===== src/rtl/timer_pkg.sv =====
// Shared definitions for the programmable down-counting timer peripheral:
// FSM state encoding, register offsets, CTRL bit positions and mode codes.
package timer_pkg;

    typedef enum logic [1:0] {
        ST_IDLE = 2'd0,
        ST_LOAD = 2'd1,
        ST_CNT  = 2'd2,
        ST_INT  = 2'd3
    } timer_state_e;

    // Register offsets (byte address bits [3:2])
    localparam logic [1:0] ADDR_CTRL   = 2'd0;
    localparam logic [1:0] ADDR_PRESET = 2'd1;
    localparam logic [1:0] ADDR_COUNT  = 2'd2;

    // CTRL bit positions
    localparam int CTRL_EN      = 0;
    localparam int CTRL_MODE_LO = 1;
    localparam int CTRL_MODE_HI = 2;
    localparam int CTRL_IM      = 3;

    // Mode codes; 2'b1x behaves like one-shot
    localparam logic [1:0] MODE_ONESHOT = 2'b00;
    localparam logic [1:0] MODE_RELOAD  = 2'b01;

    // Only the exact reload code selects auto-reload; everything else is one-shot.
    function automatic logic is_reload(input logic [1:0] mode);
        return (mode == MODE_RELOAD);
    endfunction

endpackage


===== src/rtl/timer_irq_dev.sv =====
// Programmable down-counting timer on the CPU system bridge. CTRL/PRESET/COUNT
// registers, a four-state counting FSM and a level interrupt to the CPU.
// The FSM sees an EN bit being written on the same edge, so a CTRL write that
// sets EN moves IDLE->LOAD on that very edge.
module timer_irq_dev
    import timer_pkg::*;
#(
    parameter int WIDTH = 32
) (
    input  logic             clk,
    input  logic             reset,
    input  logic [1:0]       addr,
    input  logic             we,
    input  logic [WIDTH-1:0] wdata,
    output logic [WIDTH-1:0] rdata,
    output logic             irq
);

    localparam logic [WIDTH-1:0] COUNT_ZERO = {WIDTH{1'b0}};
    localparam logic [WIDTH-1:0] COUNT_ONE  = {{(WIDTH-1){1'b0}}, 1'b1};

    timer_state_e     state_r;
    timer_state_e     state_nxt_s;
    logic [3:0]       ctrl_r;
    logic [3:0]       ctrl_nxt_s;
    logic [WIDTH-1:0] preset_r;
    logic [WIDTH-1:0] preset_nxt_s;
    logic [WIDTH-1:0] count_r;
    logic [WIDTH-1:0] count_nxt_s;
    logic             pend_r;
    logic             pend_nxt_s;

    logic             ctrl_wr_s;
    logic             preset_wr_s;
    logic             en_eff_s;
    logic             pend_set_s;
    logic             pend_clr_s;
    logic             en_clr_s;

    // Next-state logic: FSM transitions, counter update, register writes and pend.
    always_comb begin
        ctrl_wr_s    = we && (addr == ADDR_CTRL);
        preset_wr_s  = we && (addr == ADDR_PRESET);
        en_eff_s     = ctrl_wr_s ? wdata[CTRL_EN] : ctrl_r[CTRL_EN];
        state_nxt_s  = state_r;
        count_nxt_s  = count_r;
        pend_set_s   = 1'b0;
        pend_clr_s   = 1'b0;
        en_clr_s     = 1'b0;

        case (state_r)
            ST_IDLE: begin
                if (en_eff_s) begin
                    state_nxt_s = ST_LOAD;
                end else begin
                    state_nxt_s = ST_IDLE;
                end
            end
            ST_LOAD: begin
                count_nxt_s = preset_r;
                if (en_eff_s) begin
                    state_nxt_s = ST_CNT;
                end else begin
                    state_nxt_s = ST_IDLE;
                end
            end
            ST_CNT: begin
                if (!en_eff_s) begin
                    state_nxt_s = ST_IDLE;
                end else if (count_r > COUNT_ONE) begin
                    count_nxt_s = count_r - COUNT_ONE;
                    state_nxt_s = ST_CNT;
                end else begin
                    // PRESET 0 and 1 both land here; never wrap below zero
                    count_nxt_s = COUNT_ZERO;
                    state_nxt_s = ST_INT;
                    pend_set_s  = 1'b1;
                end
            end
            ST_INT: begin
                if (is_reload(ctrl_r[CTRL_MODE_HI:CTRL_MODE_LO])) begin
                    state_nxt_s = ST_LOAD;
                    pend_clr_s  = 1'b1;
                end else begin
                    state_nxt_s = ST_IDLE;
                    en_clr_s    = 1'b1;
                end
            end
            default: begin
                state_nxt_s = ST_IDLE;
            end
        endcase

        // A bus write to CTRL takes priority over the one-shot EN clear.
        if (ctrl_wr_s) begin
            ctrl_nxt_s = wdata[3:0];
        end else if (en_clr_s) begin
            ctrl_nxt_s = ctrl_r & 4'b1110;
        end else begin
            ctrl_nxt_s = ctrl_r;
        end

        if (preset_wr_s) begin
            preset_nxt_s = wdata;
        end else begin
            preset_nxt_s = preset_r;
        end

        // Any CTRL write acknowledges the interrupt, even against a new set.
        if (ctrl_wr_s) begin
            pend_nxt_s = 1'b0;
        end else if (pend_set_s) begin
            pend_nxt_s = 1'b1;
        end else if (pend_clr_s) begin
            pend_nxt_s = 1'b0;
        end else begin
            pend_nxt_s = pend_r;
        end
    end

    // State and register file, cleared asynchronously by reset.
    always_ff @(posedge clk or negedge reset) begin
        if (!reset) begin
            state_r  <= ST_IDLE;
            ctrl_r   <= 4'd0;
            preset_r <= COUNT_ZERO;
            count_r  <= COUNT_ZERO;
            pend_r   <= 1'b0;
        end else begin
            state_r  <= state_nxt_s;
            ctrl_r   <= ctrl_nxt_s;
            preset_r <= preset_nxt_s;
            count_r  <= count_nxt_s;
            pend_r   <= pend_nxt_s;
        end
    end

    // Read mux, combinational from addr with no side effects.
    always_comb begin
        case (addr)
            ADDR_CTRL:   rdata = {{(WIDTH-4){1'b0}}, ctrl_r};
            ADDR_PRESET: rdata = preset_r;
            ADDR_COUNT:  rdata = count_r;
            default:     rdata = COUNT_ZERO;
        endcase
    end

    // One-shot holds irq until acknowledged; auto-reload gives a one-cycle pulse in INT.
    assign irq = pend_r & ctrl_r[CTRL_IM] &
                 ((state_r == ST_INT) | !is_reload(ctrl_r[CTRL_MODE_HI:CTRL_MODE_LO]));

endmodule


===== config.mk =====
export PLATFORM = sky130hd
export DESIGN_NAME = timer_irq_dev
export DESIGN_NICKNAME = d
export VERILOG_FILES = /design/src/rtl/timer_pkg.sv /design/src/rtl/timer_irq_dev.sv
export SDC_FILE = /design/constraint.sdc
export NUM_CORES = 1
export LEC_CHECK = 0
export CORE_MARGIN = 3
export CORE_UTILIZATION = 27
export DETAILED_ROUTE_END_ITERATION = 12
export PLACE_DENSITY_LB_ADDON = 0.08
export REMOVE_ABC_BUFFERS = 1
export SYNTH_ARGS = -nofsm -noshare
export SYNTH_HDL_FRONTEND = slang
export SYNTH_SLANG_ARGS = --single-unit
export TNS_END_PERCENT = 5

===== constraint.sdc =====
create_clock -name clk -period 2.7 [get_ports clk]
set_input_delay 0.27 -clock clk [delete_from_list [all_inputs] [get_ports clk]]
set_output_delay 0.27 -clock clk [all_outputs]
set_load 0.01 [all_outputs]

* Word-level counts from Yosys, hierarchy flattened
Cells that the tools add are included.
** Operators by class
- Multiplexer cells :: 23
- Magnitude comparators :: 1
- Equality and inequality tests :: 7
- Add/subtract/negate cells :: 1
- Bitwise logic cells :: 3
- Reduce and logical (&&, ||, !) cells :: 9
** Operators with widths (count)
- $pmux W32 S3 :: 1
- $mux W32 :: 2
- $pmux W32 S2 :: 1
- $gt A32 B1 Y1 const B :: 1
- $sub A32 B1 Y32 const B :: 1
- $mux W1 :: 15
- $pmux W2 S4 :: 1
- $eq A2 B1 Y1 const B :: 3
- $eq A2 B2 Y1 const B :: 3
- $logic_not A2 Y1 :: 2
- $mux W2 :: 2
- $mux W4 :: 1
- $reduce_bool A2 Y1 :: 2
- $reduce_bool A3 Y1 :: 1
- $and A1 B1 Y1 :: 2
- $logic_and A1 B1 Y1 :: 2
- $ne A2 B2 Y1 const B :: 1
- $reduce_and A2 Y1 :: 1
- $logic_not A1 Y1 :: 1
- $or A1 B1 Y1 :: 1
** Word-level totals
- Logic and storage cells :: 50
- Output and inout bits :: 33
- Register bits :: 71

* Depth between registers and ports, before layout
- Depth in word-level cells :: 7
- Gate-level depth with buffers :: 8

* Least setup slack after synthesis
No wires, ideal clock.
- Path kind :: input-to-reg
- Start point :: in addr[1]
- End point :: reg count_r[27]
- Stages on the path :: 7
- Data required time :: 2561 ps
- Arrival :: 2279 ps
- Slack :: 282 ps
- Buffers on the path :: 3
- Setup time :: 139 ps
- Path through :: clkbuf_1 -> nor3b_2 -> mux2_2 -> a21oi_1 -> clkbuf_1 -> buf_2 -> o221ai_1
** On the way
- Word-level cells in the longest chain between the ends :: 5
** Ends and longest elaborated chain
- start, declared :: line timer_irq_dev.sv:12 : input logic [1:0] addr,
- $logic_not A2 Y1 :: line timer_irq_dev.sv:42 : ctrl_wr_s = we && (addr == ADDR_CTRL);
- $logic_and A1 B1 Y1 :: line timer_irq_dev.sv:42
- $mux W1 :: line timer_irq_dev.sv:44 : en_eff_s = ctrl_wr_s ? wdata[CTRL_EN] : ctrl_r[CTRL_EN];
- $ne A2 B2 Y1 (no line)
- $reduce_and A2 Y1 (no line)
- end signal, assigned :: line timer_irq_dev.sv:133 : count_r <= count_nxt_s;
- end, declared :: line timer_irq_dev.sv:28 : logic [WIDTH-1:0] count_r;
No other way between the ends.
A chain may end at the register's enable or synchronous reset.

* Worst setup path in the final report
- Start point :: reg count_r[17]
- End point :: reg count_r[18]
** On the way
- Word-level cells in the longest chain between the ends :: 4
- Elaborated cells between the ends (all ways) :: 5
- Classes of those cells :: add/sub (1); order compare (1); mux (3)
** Ends and longest elaborated chain
- $sub A32 B1 Y32 / $gt A32 B1 Y1 (equally long branches) :: line timer_irq_dev.sv:71, timer_irq_dev.sv:70
- $mux W32 * :: line timer_irq_dev.sv:70 : end else if (count_r > COUNT_ONE) begin
- $mux W32 * :: line timer_irq_dev.sv:68 : if (!en_eff_s) begin
- $pmux W32 S2 * :: line timer_irq_dev.sv:51 : case (state_r)
Mark *: on every way between the ends. The rest lies on a longest branch, timed or not. The select of a mux whose other input is x is not followed.

==> key figures <==
Setup path
  • Arrival @ worst endpoint: 2.74 ns
  • R2R Path End: count_r[18]$_DFFE_PN0P_
  • Worst r2r path cells: 6
  • CP endpoint kind: flop
  • Worst r2r src: count_r[17]$_DFFE_PN0P_
  • CP required: 2.93 ns
  • Worst Setup Path Type: reg2reg
  • Flop-to-flop setup slack: 0.18 ns
  • CP Capture Point: count_r[18]$_DFFE_PN0P_
  • Critical path startpoint: count_r[17]$_DFFE_PN0P_
  • CP Launch Type: flop
  • Max FO, Critical Path: 25

Final layout
  • Layout Area Growth over Synthesis: 33.2%
  • ANT cells: 0
  • Core Util, Final: 0.371
  • Nets: 531
  • Layout cell share with drive strength beyond 1: 0.194

Global route
  • First-pass GRT wire length: 21,300 um
  • Initial antenna violation count: 0
  • Largest net degree at the start of global routing: 29
  • Vias in the first global route: 3,821
  • Grt ovf: 0
  • GRT Util Overall: 0.166

STA
  • WHS: 0.489 ns
  • Fin Setup TNS: 0 ns
  • Final setup violation count: 0
  • Tcrit/Tclk final: 0.932
  • Slew HR: 0.566
  • Fin. Hold Viols: 0
  • Fmax: 0.397 GHz
  • RSZ-0062 raised after global routing: no
  • Max Slew Vio Count: 0
  • Worst-margin pin slew: 0.651 ns
  • Final critical-path required period: 2.52 ns
  • Final Skew: 0.00453 ns

Die
  • DIE AREA: 0.0166 sq mm
  • Die height: 129 um
  • Ports: 70
  • Core footprint: 0.0146 sq mm
  • Die width: 129 um
  • Initial core utilization: 0.278
  • Row count: 44

Clock tree
  • CTS Sinks: 71
  • Clk root buf: clkbuf_16
  • Clock slew seen by the registers of the worst setup and hold paths: 0.05 ns
  • Clk buf depth: 2
  • CTS tree: yes
  • Post-CTS Setup Bufs: 0
  • CTS H-tree depth: 3
  • CTS Buf Count: 9
  • Clk Latency, worst-skew pair: 0.34 ns

Detailed routing
  • # DRC: 0
  • Post-DRT Antenna Nets: 0
  • Wire per inst: 19.5 um
  • Routed WL: 13,200 um
  • Drt first pass iters: 4
  • Vias post-DR: 3,648
  • Via density: 5.36
  • Drt initial violations: 147

Yosys
  • Netlist cell types: 51
  • Post-synthesis register bit count: 71
  • Post-synth EDFFs: 0
  • Synth area leaders: dfrtp_1 (44%), mux2_2 (9.9%), a22o_1 (7.3%), nand2_1 (3.1%), o21ai_0 (2.8%)
  • Share of flip-flops with an asynchronous set or reset: 1.00
  • Post-synthesis cell area: 0.00408 sq mm
  • Synth cell count leaders: dfrtp_1 (71), mux2_2 (36), a22o_1 (34), nand2_1 (34)
  • Syn Area/Cell: 9.97 sq um
  • Cells after synthesis: 409
  • Count leader, synth: dfrtp_1
  • Primary FF master, synth: dfrtp_1
  • YS warnings: 0
  • Post-synthesis sequential area ratio: 0.436
  • Synth area leader: dfrtp_1
  • Top cell type's share of synthesized area: 0.436

Flow run
  • Max-cap viol count: 0

Placed design
  • GPL Wtd Cong: 0.827
  • DP Wirelength: 9540 um
  • Port bufs: 69

Power and ir drop
  • P_leak: 2.17 nW
  • Maximum vdd ir drop: 0.000342 V
  • Tot Pwr: 0.00489 W
  • Pwr/cell area: 901 mW/mm^2

Hold path
  • Class of the worst hold path: in2async

Run status
  • Status: finished, final reports clean
how the worst min path moves through the flow:
stage / start / end / cells after the start
global placement: reset / preset_r[6]$_DFFE_PN0P_ / 1
global route: wdata[16] / preset_r[16]$_DFFE_PN0P_ / 2
CTS: reset / preset_r[15]$_DFFE_PN0P_ / 2
detailed placement: reset / preset_r[6]$_DFFE_PN0P_ / 1
finish: reset / preset_r[6]$_DFFE_PN0P_ / 2
floorplan: reset / count_r[0]$_DFFE_PN0P_ / 0
worst max-delay path: stages, from the launching register on:
cell     delay [ns]
dfrtp_1        0.41
or4_4          0.57
or4_1          0.48
o31ai_4        0.30
buf_12         0.21
o21ai_0        0.11
a221o_1        0.30
cells in the final DEF (no fill, tap or decap), drive strengths merged, types with 6 or more instances in the layout:
master / instances
and3: 6
nor4: 18
clkbuf: 14
mux2: 36
dfrtp: 71
nor2b: 6
o31ai: 7
nand2: 34
a22o: 34
inv: 8
buf: 36
a21oi: 13
o21ai: 23
or4: 11
nor2: 15
nor3: 12
a221o: 7
clkdlybuf4s50: 68
nand3: 12
power by group:
part	switching, W	internal, W	total, W
logic	0.000958	0.000975	0.00193
clock network	0.000431	0.000641	0.00107
registers	0.000481	0.00141	0.00189
area by class of cell:
type,count,area (sq um)
clock buffers,14,254
clock inverters,1,5.00
fillers,1497,9210
inverters,8,30.0
multi-input cells,297,2140
flip-flops and latches,71,1780
well taps,184,230
repair buffers,105,996
metal layers:
layer,global-route usage,vias to the layer above,part of all wire
met5,0,-,0
met4,0.0710,0,0.017
met3,0.0336,17,0.048
met2,0.258,97,0.46
met1,0.224,1777,0.48
li1,-,1757,-
state kept, by name (all words and copies together), names as in the netlist:
signal and count:
count_r 32, ctrl_r 4, pend_r 1, preset_r 32
state_r 2
through the flow:
stage	cells	cell area, sq um	setup WS, ns
3_5_place_dp	664	5160	0.0905
3_3_place_gp	664	5160	0.183
2_1_floorplan	376	3940	-0.320
6_report	680	5430	0.182
5_1_grt	680	5430	0.0403
4_1_cts	680	5430	0.0710
kinds of logic (layout without fill, tap and decap cells):
family	count (synthesis)	count (layout)	share of synthesized area
AND/OR/NAND/NOR	133	133	0.178
buffers and inverters	41	128	0.0423
AO/OA/AOI/OAI	121	121	0.226
multiplexers	41	41	0.112
flip-flops	71	71	0.436
adder cells (fa/ha/maj)	2	2	0.00614
repair_timing:
item,in CTS,in global routing
resized for setup,0,1
setup endpoints to repair,0,2
hold buffers,1,0
endpoints found under the hold margin,24,0
No activity file was read; power rests on OpenSTA's default activity.
